File: config.mk
export PLATFORM = sky130hd
export DESIGN_NAME = imem_prog
export DESIGN_NICKNAME = d
export VERILOG_FILES = /design/src/rtl/imem_prog.sv
export SDC_FILE = /design/constraint.sdc
export NUM_CORES = 1
export LEC_CHECK = 0
export BUFFER_PORTS_ARGS = -buffer_cell sky130_fd_sc_hd__buf_2
export CORE_UTILIZATION = 59
export DETAILED_ROUTE_END_ITERATION = 6
export HOLD_SLACK_MARGIN = 0.08
export PLACE_DENSITY = 0.83
export SLEW_MARGIN = 20
export SYNTH_ARGS = -nofsm -noshare
export SYNTH_HDL_FRONTEND = slang
export SYNTH_SLANG_ARGS = --single-unit
File: constraint.sdc
create_clock -name clk -period 4.3 [get_ports clk]
set_clock_uncertainty 0.1 [all_clocks]
set_input_delay 0.43 -clock clk [delete_from_list [all_inputs] [get_ports clk]]
set_output_delay 0.43 -clock clk [all_outputs]
set_load 0.03 [all_outputs]
File: src/rtl/imem_prog.sv
// imem_prog: loadable instruction memory with a registered fetch port.
// After reset the array is swept to DEFAULT_INSTR. Once the sweep is done,
// words can be written through the load port and read through the fetch port.
module imem_prog #(
    parameter int unsigned          DATA_W        = 32,
    parameter int unsigned          ADDR_W        = 4,
    parameter logic [DATA_W-1:0]    DEFAULT_INSTR = 32'hEAFF_FFFE
) (
    input  logic              clk,
    input  logic              reset,
    input  logic              if_req,
    input  logic [31:0]       if_addr,
    output logic              if_ready,
    output logic              if_valid,
    output logic [DATA_W-1:0] if_rdata,
    output logic              if_fault,
    input  logic              ld_en,
    input  logic [ADDR_W-1:0] ld_addr,
    input  logic [DATA_W-1:0] ld_data,
    output logic              busy
);

    localparam int unsigned DEPTH = 1 << ADDR_W;

    typedef enum logic {
        CLEAR = 1'b0,
        RUN   = 1'b1
    } state_t;

    state_t              state;
    state_t              next_state;
    logic [ADDR_W-1:0]   clr_cnt;
    logic [ADDR_W-1:0]   clr_cnt_next;

    logic [DATA_W-1:0]   mem [DEPTH];

    logic                mem_we;
    logic [ADDR_W-1:0]   mem_waddr;
    logic [DATA_W-1:0]   mem_wdata;

    logic [ADDR_W-1:0]   widx;
    logic                fetch_bad;
    logic                fetch_go;

    assign busy     = (state == CLEAR);
    assign if_ready = ~busy;

    // State and sweep counter register.
    always_ff @(posedge clk or posedge reset) begin
        if (reset) begin
            state   <= CLEAR;
            clr_cnt <= '0;
        end else begin
            state   <= next_state;
            clr_cnt <= clr_cnt_next;
        end
    end

    // Next-state logic and single write port arbitration (sweep or loader).
    always_comb begin
        next_state   = state;
        clr_cnt_next = clr_cnt;
        mem_we       = 1'b0;
        mem_waddr    = ld_addr;
        mem_wdata    = ld_data;
        case (state)
            CLEAR: begin
                mem_we    = 1'b1;
                mem_waddr = clr_cnt;
                mem_wdata = DEFAULT_INSTR;
                if (clr_cnt == '1) begin
                    next_state = RUN;
                end else begin
                    clr_cnt_next = clr_cnt + 1'b1;
                end
            end
            RUN: begin
                mem_we = ld_en;
            end
            default: begin
                next_state = CLEAR;
            end
        endcase
    end

    // Memory array write; contents are not reset, the sweep overwrites them.
    always_ff @(posedge clk) begin
        if (mem_we) begin
            mem[mem_waddr] <= mem_wdata;
        end
    end

    // Fetch address decode: word index plus range/alignment fault check.
    always_comb begin
        widx      = if_addr[ADDR_W+1:2];
        fetch_bad = ((if_addr >> (ADDR_W + 2)) != '0) || (if_addr[1:0] != 2'b00);
        fetch_go  = if_req && (state == RUN);
    end

    // Registered fetch response; reads the pre-write word on a same-cycle load.
    always_ff @(posedge clk or posedge reset) begin
        if (reset) begin
            if_valid <= 1'b0;
            if_fault <= 1'b0;
            if_rdata <= DEFAULT_INSTR;
        end else if (fetch_go) begin
            if_valid <= 1'b1;
            if_fault <= fetch_bad;
            if_rdata <= fetch_bad ? DEFAULT_INSTR : mem[widx];
        end else begin
            if_valid <= 1'b0;
            if_fault <= 1'b0;
        end
    end

endmodule

== After elaboration in Yosys (flattened, before gate mapping) ==
Memories as Yosys holds them, arrays and structs flattened.
Cells that the tools add are included.

* Word-level logic and storage cells: 25
* Bits of input ports: 72
* Memories kept: 1
* Output and inout bits: 36
* Memory bits (writable): 512
* Bits in registers: 39

* Reductions and logical operators: 5
* Mux-type cells: 10
* Equal/unequal tests: 1
* $add $sub $neg: 1
* Bitwise logic cells: 2

{| class="wikitable"
|+ Memories
! name !! depth !! bits a word !! rd ports !! clocked after memory_dff !! write ports !! RTL line !! RTL
|-
| mem || 16 || 32 || 1 || 0 || 1 || 35 || <nowiki>logic [DATA_W-1:0] mem [DEPTH];</nowiki>
|}

{| class="wikitable"
|+ Operators by type and width
! kind !! number
|-
| $mux 32 || 2
|-
| $reduce_bool 32->1 || 1
|-
| $mux 1 || 6
|-
| $add 4x1->4 const B || 1
|-
| $eq 4x4->1 const B || 1
|-
| $mux 4 || 1
|-
| $not 1->1 || 2
|-
| $pmux 1 s2 || 1
|-
| $reduce_and 2->1 || 1
|-
| $reduce_bool 2->1 || 1
|-
| $logic_and 1x1->1 || 1
|-
| $logic_or 1x1->1 || 1
|}

== Longest topological paths before layout ==
Gate-level depths: netlist of run 1.

* Depth after elaboration: 4
* Depth in mapped cells: 7
* Depth with buffers taken out: 4

== Worst setup path after synthesis of run 1 ==
Ideal clock, no wire load.

* Path kind: register to register
* Start point: reg state, in the netlist if_ready
* End point: mem mem[1][0] (enable)
* Required time: 3.779 ns
* Buffers on the path: 2
* Stages on the path, launching flop included: 6
* Clock period less this slack: 3.293 ns
* Slack: 1.007 ns
* Library setup time: 0.421 ns
* Arrival: 2.772 ns
* Path through: dfrtp_1 -> clkbuf_1 -> buf_1 -> nand2_1 -> o32a_1 -> nor2_1

* Word-level cells in the longest chain between the ends: 4
* Elaborated cells on any way between the ends: 5
* Those cells by class: mux: 4; bitwise: 1

{| class="wikitable"
|+ RTL lines
! element !! RTL line !! RTL
|-
| start, declared || 30 || <nowiki>state_t state;</nowiki>
|-
| start signal, assigned || 54 || <nowiki>state <= next_state;</nowiki>
|-
| $not 1->1 || -- ||
|-
| $pmux 1 s2 || 66 || <nowiki>case (state)</nowiki>
|-
| $mux 1 || 88 || <nowiki>if (mem_we) begin</nowiki>
|-
| $mux 1 (not written as such) || 89 || <nowiki>mem[mem_waddr] <= mem_wdata;</nowiki>
|-
| end, declared || 35 ||
|}

Parallel ways exist; a longest one is shown, timed or not.

== Final worst setup path of run 1 ==
* Start point: reg state, in the netlist if_ready
* End point: reg if_rdata[28]

* Word-level cells in the longest chain between the ends: 1

{| class="wikitable"
|+ RTL lines
! element !! RTL line !! RTL
|-
| $logic_and 1x1->1 || 97 || <nowiki>fetch_go = if_req && (state == RUN);</nowiki>
|-
| end signal, assigned || 109 || <nowiki>if_rdata <= fetch_bad ? DEFAULT_INSTR : mem[widx];</nowiki>
|-
| end, declared || 15 || <nowiki>output logic [DATA_W-1:0] if_rdata,</nowiki>
|}

Every way passes these cells.
A chain may end at the register's enable or synchronous reset.

==> summary.md, run 1 <==
| Metric | Value |
|---|---|
| Reg2reg end | `if_rdata[28]` |
| Cell area after synthesis | `21300 um^2` |
| Fmax | `336 MHz` |
| Post-CTS Resized | `0` |
| Largest net degree at the start of global routing | `72` |
| Post-synth net total | `1177` |
| Sw Pwr | `2.22 mW` |
| Period utilization | `69.2%` |
| Initial DRC count | `1280` |
| Setup-failing EPs final | `0` |
| Overall power | `10.9 mW` |
| Crit start category | `register` |
| GRT Resource Usage Total | `27.1%` |
| Vias in the first global route | `11.8k` |
| CTS tree | `yes` |
| Worst Setup EP | `if_rdata[28]` |
| Initial antenna violation count | `0` |
| Layout Nets | `1311` |
| Critical path origin | `if_ready` |
| Synth top area share | `72.2%` |
| Distinct cells, synth | `41` |
| Post-synth EDFFs | `512` |
| Clk_lat worst skew | `0.56 ns` |
| Clock network power share | `41.1%` |
| Hpwl dp | `28.0 mm` |
| Max cap viols | `0` |
| Die H | `192 um` |
| Kind of critical path | `reg -> reg` |
| Vias per cell | `6.55` |
| Gate power share | `4.7%` |
| Outcome | `finished clean` |
| Seq pwr share | `54.2%` |
| CTS Buf Count | `52` |
| Die area | `36900 um^2` |
| Antenna Cells | `0` |
| Chip width | `192 um` |
| R2R Setup Slk | `1.32 ns` |
| Fill cells | `2206` |
| Net Sw Frac | `20.4%` |
| Syn avg cell area | `19.3 um^2` |
| Peak VDD IR | `0.391 mV` |
| Fin crit period | `2.98 ns` |
| Hold/Removal Path Class | `in -> async` |
| Crit path capture type | `register` |
| Final wirelength | `48.6 mm` |
| Top FF cell, synth | `edfxtp_1` |
| Cell-internal power | `8.66 mW` |
| Clk pin slew, worst setup/hold paths | `0.06 ns` |
| IO Count | `108` |
| Starting Density | `59.9%` |
| H-tree level count | `2` |
| Synth Instances | `1104` |
| RSZ-0062 raised after global routing | `false` |
| CTS Buffer Depth | `3` |
| Synth top area cells | `edfxtp_1 72%, mux4_2 6.2%, mux2i_1 6.0%` |
| Slew Limit Headroom | `19.9%` |
| I/O Buffers | `107` |
| Pwr Density | `448 nW/um^2` |
| R2R depth | `5` |
| Total grt overflow | `0` |
| Clk root buf | `clkbuf_16` |
| Util after Layout | `68.2%` |
| Leakage | `8.24 nW` |
| Post-synth top area cell | `edfxtp_1` |
| Area growth syn-to-layout | `13.9%` |
| Worst Path Arrival | `3.36 ns` |
| Async S/R FF share, synth | `7.08%` |
| Row count | `69` |
| Register area share after synthesis | `76.9%` |
| Tightest Pin Transition | `1.20 ns` |
| Via count | `11.4k` |
| R2R Path Start | `if_ready` |
| Setup tns final | `0 ns` |
| DR pass1 iterations | `5` |
| DRC viols | `0` |
| Synthesis warning total | `0` |
| Hold_buf cts | `1` |
| Post-route ant nets | `0` |
| Post-synthesis register bit count | `551` |
| Max FO, Critical Path | `26` |
| Post-CTS setup buffer count | `0` |
| Core area | `35600 um^2` |
| Final Max Slew Viols | `0` |
| Ratio of cells with drive above 1 in the final layout | `25.7%` |
| Per-cell routed wire length | `27.9 um` |
| Final Hold Fails | `0` |
| Final Wtd Congestion | `0.786` |
| First-pass GRT wire length | `71.6 mm` |
| Sink Count | `551` |
| Worst Path Required | `4.68 ns` |
[critical path: stages, from the launching register on]
cell	delay, ns
dfrtp_2	0.67
buf_4	0.40
nand2_1	0.31
nor3_4	0.74
buf_4	0.41
a32o_1	0.24
[state kept, by name, summed over array words and instances (netlist names)]
| signal | cells |
|---|---|
| clr_cnt | 4 |
| if_fault | 1 |
| if_rdata | 32 |
| if_ready | 1 |
| if_valid | 1 |
| mem | 512 |
[layer usage]
layer / vias up / track usage (%) / wire, um
li1: 4772 / - / -
met1: 5814 / 37.6 / 18800
met2: 704 / 43.8 / 23700
met3: 118 / 4.73 / 4610
met4: 0 / 9.69 / 1500
met5: - / 0 / 0
[per-stage QoR]
step                      worst slack (ns)  hold WS (ns)  std cells  area (um^2)
final                                 1.32         0.365       1742        24300
after detailed placement              1.27         0.385       1643        22600
after global placement                1.40         0.377       1641        22500
after CTS                             1.25         0.348       1741        24200
after global routing                  1.15         0.377       1742        24300
after floorplan                       1.01         0.457       1104        21300
[cell families (layout without fill, tap and decap cells)]
kind of cell / Yosys count / after routing / share of synthesized area, %
adders and majority gates: 1 / 1 / 0.0587
and+or+nand+nor: 144 / 144 / 3.39
AOI/OAI and AO/OA: 144 / 144 / 4.95
buffers and inverters: 70 / 247 / 1.69
muxes: 193 / 193 / 12.9
DFF: 551 / 551 / 76.9
xor gates and xnor gates: 1 / 1 / 0.0411
[layout by cell type, fill, tap and decap left out, types with 33 or more instances in the layout]
master / Yosys / final
a22oi_1: 90 / 90
a31oi_1: 33 / 33
buf_2: 27 / 105
buf_4: 11 / 33
clkbuf_16: 0 / 53
edfxtp_1: 512 / 512
mux2i_1: 128 / 128
mux4_2: 59 / 59
nor2_1: 54 / 36
[final cells by class]
| class | instances | area, um^2 | share of cell area (%) |
|---|---|---|---|
| flip-flops and latches | 551 | 16400 | 67.5 |
| multi-input cells | 483 | 4700 | 19.4 |
| clock buffers | 74 | 1460 | 6.00 |
| repair buffers | 144 | 901 | 3.71 |
| well taps | 461 | 577 | 2.38 |
| clock inverters | 23 | 214 | 0.882 |
| inverters | 6 | 22.5 | 0.0928 |
[cell usage after synthesis (5+ instances only)]
library cell  instances
a22oi_1              90
a31oi_1              33
and2_1                7
buf_2                27
buf_4                11
clkbuf_1             19
dfrtp_1              11
dfstp_2              28
edfxtp_1            512
inv_1                 6
mux2i_1             128
mux4_1                5
mux4_2               59
nand2b_1             30
nand3_1              30
nor2_1               54
nor2b_1               6
nor4_1                7
[worst min-delay path by stage]
stage	slack, ns	endpoint	from	cells after the start
floorplan	0.46	if_rdata[10]	if_rdata[10]	2
global placement	0.38	if_fault	reset	2
detailed placement	0.39	if_fault	reset	2
CTS	0.35	if_fault	reset	3
global route	0.38	if_fault	if_req	3
finish	0.37	if_fault	reset	3
[power groups by stage]
stage / clock network, mW / logic, mW / registers, mW
3_3_place_gp: 0 / 0.480 / 6.00
4_1_cts: 4.50 / 0.507 / 5.89
5_1_grt: 4.69 / 0.544 / 5.89
2_1_floorplan: 0 / 0.318 / 6.00
3_5_place_dp: 0 / 0.502 / 6.00
6_report: 4.47 / 0.514 / 5.89
No activity file was read; power rests on OpenSTA's default activity.
==> inputs of run 2 (changes only) <==
==> constraint.sdc (replaced) <==
create_clock -name clk -period 2.97 [get_ports clk]
set_clock_uncertainty 0.1 [all_clocks]
set_input_delay 0.297 -clock clk [delete_from_list [all_inputs] [get_ports clk]]
set_output_delay 0.297 -clock clk [all_outputs]
set_load 0.03 [all_outputs]
==> run 2 against run 1 <==
Effect of this change:
- sequential share of layout area is 0.52 points lower
- core utilization grew 0.52 points
- highest routed layer is now met5
- clock power up 47%
- design area increased by 0.77%
- critical path type is now in -> reg
- first-iteration DRC count fell by 12%
- largest power group unchanged
- final cell count grew 0.80%
==> summary.md, run 2 (synthesis results as in run 1) <==
| Metric | Value |
|---|---|
| Setup-failing EPs final | `0 (unchanged)` |
| Max cap viols | `0 (unchanged)` |
| Die area | `36900 um^2 (unchanged)` |
| Kind of critical path | `in -> reg` |
| Largest net degree at the start of global routing | `62 (-14%)` |
| Most frequent cells in the layout | `512 x edfxtp_1, 128 x mux2i_1, 105 x buf_2, 90 x a22oi_1, 59 x mux4_2` |
| Crit path capture type | `register` |
| Initial antenna violation count | `1 (+1)` |
| Ratio of cells with drive above 1 in the final layout | `26.2% (+0.49 points)` |
| Fin crit period | `2.86 ns` |
| Final Hold Fails | `0 (unchanged)` |
| Crit start category | `primary input` |
| Worst Path Required | `3.30 ns (-1.38 ns)` |
| Reg2reg end | `mem[7][14]` |
| Per-cell routed wire length | `26.6 um (-4.5%)` |
| Layout Nets | `1325 (+1.1%)` |
| Peak VDD IR | `0.532 mV (+36%)` |
| DRC viols | `0 (unchanged)` |
| Overall power | `15.8 mW (+46%)` |
| Total grt overflow | `0 (unchanged)` |
| Outcome | `finished clean` |
| CTS Buffer Depth | `3 (unchanged)` |
| IO Count | `108 (unchanged)` |
| Die H | `192 um (unchanged)` |
| Max reg flops | `512 (unchanged)` |
| Hold Slack | `0.153 ns (-0.212 ns)` |
| Fmax | `350 MHz` |
| Clk root buf | `clkbuf_16` |
| CTS Buf Count | `52 (unchanged)` |
| Clk_lat worst skew | `0.58 ns (+0.02 ns)` |
| Final Max Slew Viols | `0 (unchanged)` |
| Final Wtd Congestion | `0.755 (-4.1%)` |
| Slew Limit Headroom | `26.4% (+6.5 points)` |
| Initial DRC count | `1130 (-12%)` |
| I/O Buffers | `107 (unchanged)` |
| Post-CTS setup buffer count | `0 (unchanged)` |
| Area growth syn-to-layout | `14.8%` |
| R2R depth | `4 (-1)` |
| Pwr Density | `648 nW/um^2 (+45%)` |
| Row count | `69 (unchanged)` |
| First-pass GRT wire length | `69.9 mm (-2.4%)` |
| Post-route ant nets | `0 (unchanged)` |
| Antenna Cells | `0 (unchanged)` |
| Biggest registers after layout | `mem x512, if_rdata x32, clr_cnt x4` |
| Leakage | `8.31 nW (+0.95%)` |
| Period utilization | `96.2%` |
| Vias in the first global route | `11.7k (-1.4%)` |
| Max FO, Critical Path | `2 (-92%)` |
| Commonest non-fill, non-tap cell in the layout | `edfxtp_1` |
| H-tree level count | `2 (unchanged)` |
| Tightest Pin Transition | `1.10 ns (-0.0972 ns)` |
| Top reg by flops | `mem` |
| Clk pin slew, worst setup/hold paths | `0.06 ns (about the same)` |
| R2R Path Start | `if_ready` |
| Worst Path Arrival | `3.19 ns (-0.17 ns)` |
| Chip width | `192 um (unchanged)` |
| Hpwl dp | `25.4 mm (-9.5%)` |
| Final wirelength | `46.8 mm (-3.7%)` |
| Vias per cell | `6.38 (-2.6%)` |
| R2R Setup Slk | `0.52 ns (-0.80 ns)` |
| Hold/Removal Path Class | `in -> async` |
| CTS tree | `yes` |
| Via count | `11.2k (-1.8%)` |
| Core area | `35600 um^2 (unchanged)` |
| Sink Count | `551 (unchanged)` |
| Fill cells | `2192 (-0.63%)` |
| Starting Density | `59.9% (unchanged)` |
| DR pass1 iterations | `5 (unchanged)` |
| GRT Resource Usage Total | `26.3% (-0.82 points)` |
[run 2: how the worst max path moves through the flow]
stage               start    endpoint  slack [ns]  cells past startpoint
2_1_floorplan    if_ready  mem[13][0]       -0.32                      5
4_1_cts        if_addr[1]    if_fault        0.27                      9
3_3_place_gp     if_ready  mem[2][13]        0.62                      4
5_1_grt        if_addr[1]    if_fault       -0.02                      9
6_report       if_addr[1]    if_fault        0.11                      9
3_5_place_dp     if_ready  mem[2][13]        0.45                      3
[run 2: critical path, cell delays in order]
cell,delay (ns)
dlygate4sd3_1,0.54
buf_2,0.13
nor4_2,0.11
dlygate4sd3_1,0.57
nand3_1,0.12
dlygate4sd3_1,0.60
nor2_1,0.15
dlygate4sd3_1,0.61
nor2_1,0.06
[run 2: layout make-up]
type	instances	area [um^2]	share of cell area [%]
repair buffers	158	1070	4.36
clock inverters	30	307	1.25
clock buffers	67	1380	5.64
inverters	6	22.5	0.0921
flip-flops and latches	551	16400	67.0
well taps	461	577	2.36
multi-input cells	483	4710	19.3
[run 2: routing by layer]
layer / track usage [%] / up-vias / share of wire, % / wire length, um
met5: 0 / - / 0.017 / 8
met3: 4.62 / 99 / 7.9 / 3710
met4: 8.63 / 2 / 2.8 / 1290
met2: 44.0 / 561 / 51 / 23600
li1: - / 4804 / - / -
met1: 35.2 / 5735 / 39 / 18100
[run 2: power breakdown]
| part | switching (mW) | total [mW] | internal [mW] | leakage, nW |
|---|---|---|---|---|
| clock | 2.82 | 6.55 | 3.73 | 0.818 |
| sequential | 0.00389 | 8.53 | 8.52 | 5.04 |
| combinational | 0.483 | 0.752 | 0.269 | 2.45 |
[run 2: timing repair]
action | in CTS | in global routing
setup endpoints to repair | 0 | 1
hold buffers | 6 | 0
hold endpoints to repair | 27 | 0
gates resized for setup | 0 | 1
[run 2: through the flow]
stage / TNS [ns] / utilization (%) / setup slack (ns) / std cells / area [um^2]
after floorplan: -68.96 / - / -0.320 / 1104 / 21300
after global placement: 0 / 63.7 / 0.616 / 1652 / 22700
after detailed placement: 0 / 63.7 / 0.450 / 1652 / 22700
after CTS: 0 / 68.6 / 0.266 / 1755 / 24400
after global routing: -0.0199 / 68.7 / -0.0199 / 1756 / 24400
final: 0 / 68.7 / 0.114 / 1756 / 24400
==> inputs of run 3 (changes only) <==
--- a/config.mk
+++ b/config.mk
@@ -6,10 +6,10 @@
 export NUM_CORES = 1
 export LEC_CHECK = 0
 export BUFFER_PORTS_ARGS = -buffer_cell sky130_fd_sc_hd__buf_2
-export CORE_UTILIZATION = 59
+export CORE_UTILIZATION = 60
 export DETAILED_ROUTE_END_ITERATION = 6
 export HOLD_SLACK_MARGIN = 0.08
-export PLACE_DENSITY = 0.83
+export PLACE_DENSITY = 0.84
 export SLEW_MARGIN = 20
 export SYNTH_ARGS = -nofsm -noshare
 export SYNTH_HDL_FRONTEND = slang
==> run 3 against run 2 <==
Effect of this change:
- core utilization grew 1.5 points
- critical endpoint unchanged
- critical path depth unchanged
- global-route usage down 0.15 points
- combinational power down 0.5%
- flip-flop and latch count unchanged
==> summary.md, run 3 (synthesis results as in run 1) <==
| Metric | Value |
|---|---|
| Outcome | `finished clean` |
| Final Max Slew Viols | `0 (unchanged)` |
| Pwr Density | `640 nW/um^2 (-1.2%)` |
| Critical path origin | `if_addr[1]` |
| Period utilization | `96.0% (-0.20 points)` |
| Top reg by flops | `mem` |
| Kind of critical path | `in -> reg` |
| Hpwl dp | `25.5 mm (+0.58%)` |
| Largest net degree at the start of global routing | `54 (-13%)` |
| CTS Buffer Depth | `3 (unchanged)` |
| Cells after DPL | `1649 (-0.18%)` |
| Row count | `68 (-1.4%)` |
| Final cell count without fillers | `1751 (-0.28%)` |
| Max cap viols | `0 (unchanged)` |
| Die area | `36300 um^2 (-1.6%)` |
| Vias in the first global route | `11.6k (-0.67%)` |
| Ratio of cells with drive above 1 in the final layout | `26.4% (+0.23 points)` |
| I/O Buffers | `107 (unchanged)` |
| Slew Limit Headroom | `23.5% (-2.9 points)` |
| Min-delay src | `if_addr[5]` |
| Final Wtd Congestion | `0.787 (+4.2%)` |
| DRC viols | `0 (unchanged)` |
| GRT Resource Usage Total | `26.1% (-0.15 points)` |
| CTS tree | `yes` |
| Crit path capture type | `register` |
| Commonest non-fill, non-tap cell in the layout | `edfxtp_1` |
| Fin crit period | `2.85 ns (-0.00600 ns)` |
| Util after Layout | `70.2% (+1.5 points)` |
| Area growth syn-to-layout | `14.5%` |
| Hold/Removal Path Class | `in -> reg` |
| R2R Path Start | `if_ready` |
| R2R depth | `5 (+1)` |
| Chip width | `190 um (-0.83%)` |
| Leakage | `8.30 nW (-0.12%)` |
| Initial antenna violation count | `0 (-1)` |
| Clk pin slew, worst setup/hold paths | `0.06 ns (about the same)` |
| RSZ-0062 raised after global routing | `false` |
| Slowest CP cell | `dlygate4sd3_1` |
| Clk_lat worst skew | `0.56 ns (-0.02 ns)` |
| Core area | `34700 um^2 (-2.4%)` |
| CTS Buf Count | `52 (unchanged)` |
| Tightest Pin Transition | `1.14 ns (+0.0407 ns)` |
| Most frequent cells in the layout | `512 x edfxtp_1, 128 x mux2i_1, 105 x buf_2, 90 x a22oi_1, 59 x mux4_2` |
| CP max stage delay | `0.60 ns (about the same)` |
| DR pass1 iterations | `5 (unchanged)` |
| Fmax | `351 MHz (+0.21%)` |
| Sink Count | `551 (unchanged)` |
| Crit start category | `primary input` |
| Setup-failing EPs final | `0 (unchanged)` |
| Clk root buf | `clkbuf_16` |
| Total grt overflow | `0 (unchanged)` |
| Via count | `11.3k (+0.71%)` |
| Final Hold Fails | `0 (unchanged)` |
| Final wirelength | `46.2 mm (-1.2%)` |
| Initial DRC count | `1139 (+0.80%)` |
| Biggest registers after layout | `mem x512, if_rdata x32, clr_cnt x4` |
| IO Count | `108 (unchanged)` |
| Post-route ant nets | `0 (unchanged)` |
| Worst Path Arrival | `3.17 ns (-0.02 ns)` |
| Max reg flops | `512 (unchanged)` |
| Layout Nets | `1326 (+0.075%)` |
| Peak VDD IR | `0.444 mV (-17%)` |
| Max FO, Critical Path | `2 (unchanged)` |
| Starting Density | `61.3% (+1.5 points)` |
| Per-cell routed wire length | `26.4 um (-0.92%)` |
| Die H | `190 um (-0.83%)` |
| First-pass GRT wire length | `69.1 mm (-1.1%)` |
| Worst Path Required | `3.29 ns (about the same)` |
| Hold path depth | `4` |
| Most numerous cell on the critical path | `dlygate4sd3_1` |
| Fill cells | `2049 (-6.5%)` |
| Vias per cell | `6.44 (+1.0%)` |
| Crit path cell chain | `dlygate4sd3_1, buf_2, nor4_1, dlygate4sd3_1, nand3_1, dlygate4sd3_1, nor2_1, dlygate4sd3_1, nor2_1` |
| H-tree level count | `2 (unchanged)` |
==> run 3: cell types whose count changed in the layout (fill, tap and decap cells not counted), moves of 2 or more <==
cell	delta
clkbuf_8	+6
clkinv_1	-9
buf_4	+2
clkinv_2	+4
bufinv_16	-3
inv_6	-2
clkbuf_1	+6
==> run 3: where the power goes <==
group	switching [mW]	total [mW]	internal, mW
logic	0.481	0.748	0.268
clock network	2.67	6.33	3.66
registers	0.00374	8.53	8.52
==> run 3: per-stage QoR <==
stage | worst slack [ns] | cell area [um^2] | hold slack (ns) | power, mW | setup TNS (ns)
5_1_grt | 0.00639 | 24400 | 0.241 | 16.1 | 0
2_1_floorplan | -0.320 | 21300 | 0.381 | 9.15 | -68.96
4_1_cts | 0.250 | 24400 | 0.202 | 15.7 | 0
3_5_place_dp | 0.592 | 22700 | 0.293 | 9.43 | 0
3_3_place_gp | 0.676 | 22700 | 0.275 | 9.40 | 0
6_report | 0.120 | 24400 | 0.220 | 15.6 | 0
==> run 3: routing by layer <==
| metal | track usage (%) | share of wire, % | vias to the layer above |
|---|---|---|---|
| met4 | 9.69 | 3.2 | 0 |
| met1 | 35.6 | 39 | 5860 |
| met2 | 43.4 | 50 | 534 |
| met5 | 0 | 0 | - |
| li1 | - | - | 4796 |
| met3 | 3.81 | 7.6 | 91 |
==> run 3: critical path, delay by kind of cell <==
| family | cells | cell delay [ns] |
|---|---|---|
| buffers and inverters | 5 | 2.43 |
| AND/OR/NAND/NOR | 4 | 0.45 |
==> run 3: final timing paths <==
path / endpoint / slack, ns
max in group asynchronous: if_rdata[22] / 1.88
min in group asynchronous: if_rdata[28] / 0.27
setup reg to reg: mem[14][9] / 0.52
setup / recovery: if_fault / 0.12
hold reg to reg: if_rdata[11] / 0.40
hold / removal: if_rdata[11] / 0.22
==> run 3: cell type report <==
cell class | instances | area (um^2) | area share (%)
tap | 455 | 569 | 2.33
sequential | 551 | 16400 | 67.2
inverter | 6 | 22.5 | 0.0924
clock inverter | 16 | 130 | 0.534
multi-input combinational | 483 | 4700 | 19.3
clock buffer | 80 | 1510 | 6.18
antenna | 1 | 2.50 | 0.0103
timing repair buffer | 159 | 1060 | 4.36
==> run 3: repair_timing <==
item                      in CTS  in global routing
gates resized for setup        0                  0
setup buffers                  0                  0
hold buffers                   5                  0
hold endpoints to repair      19                  0
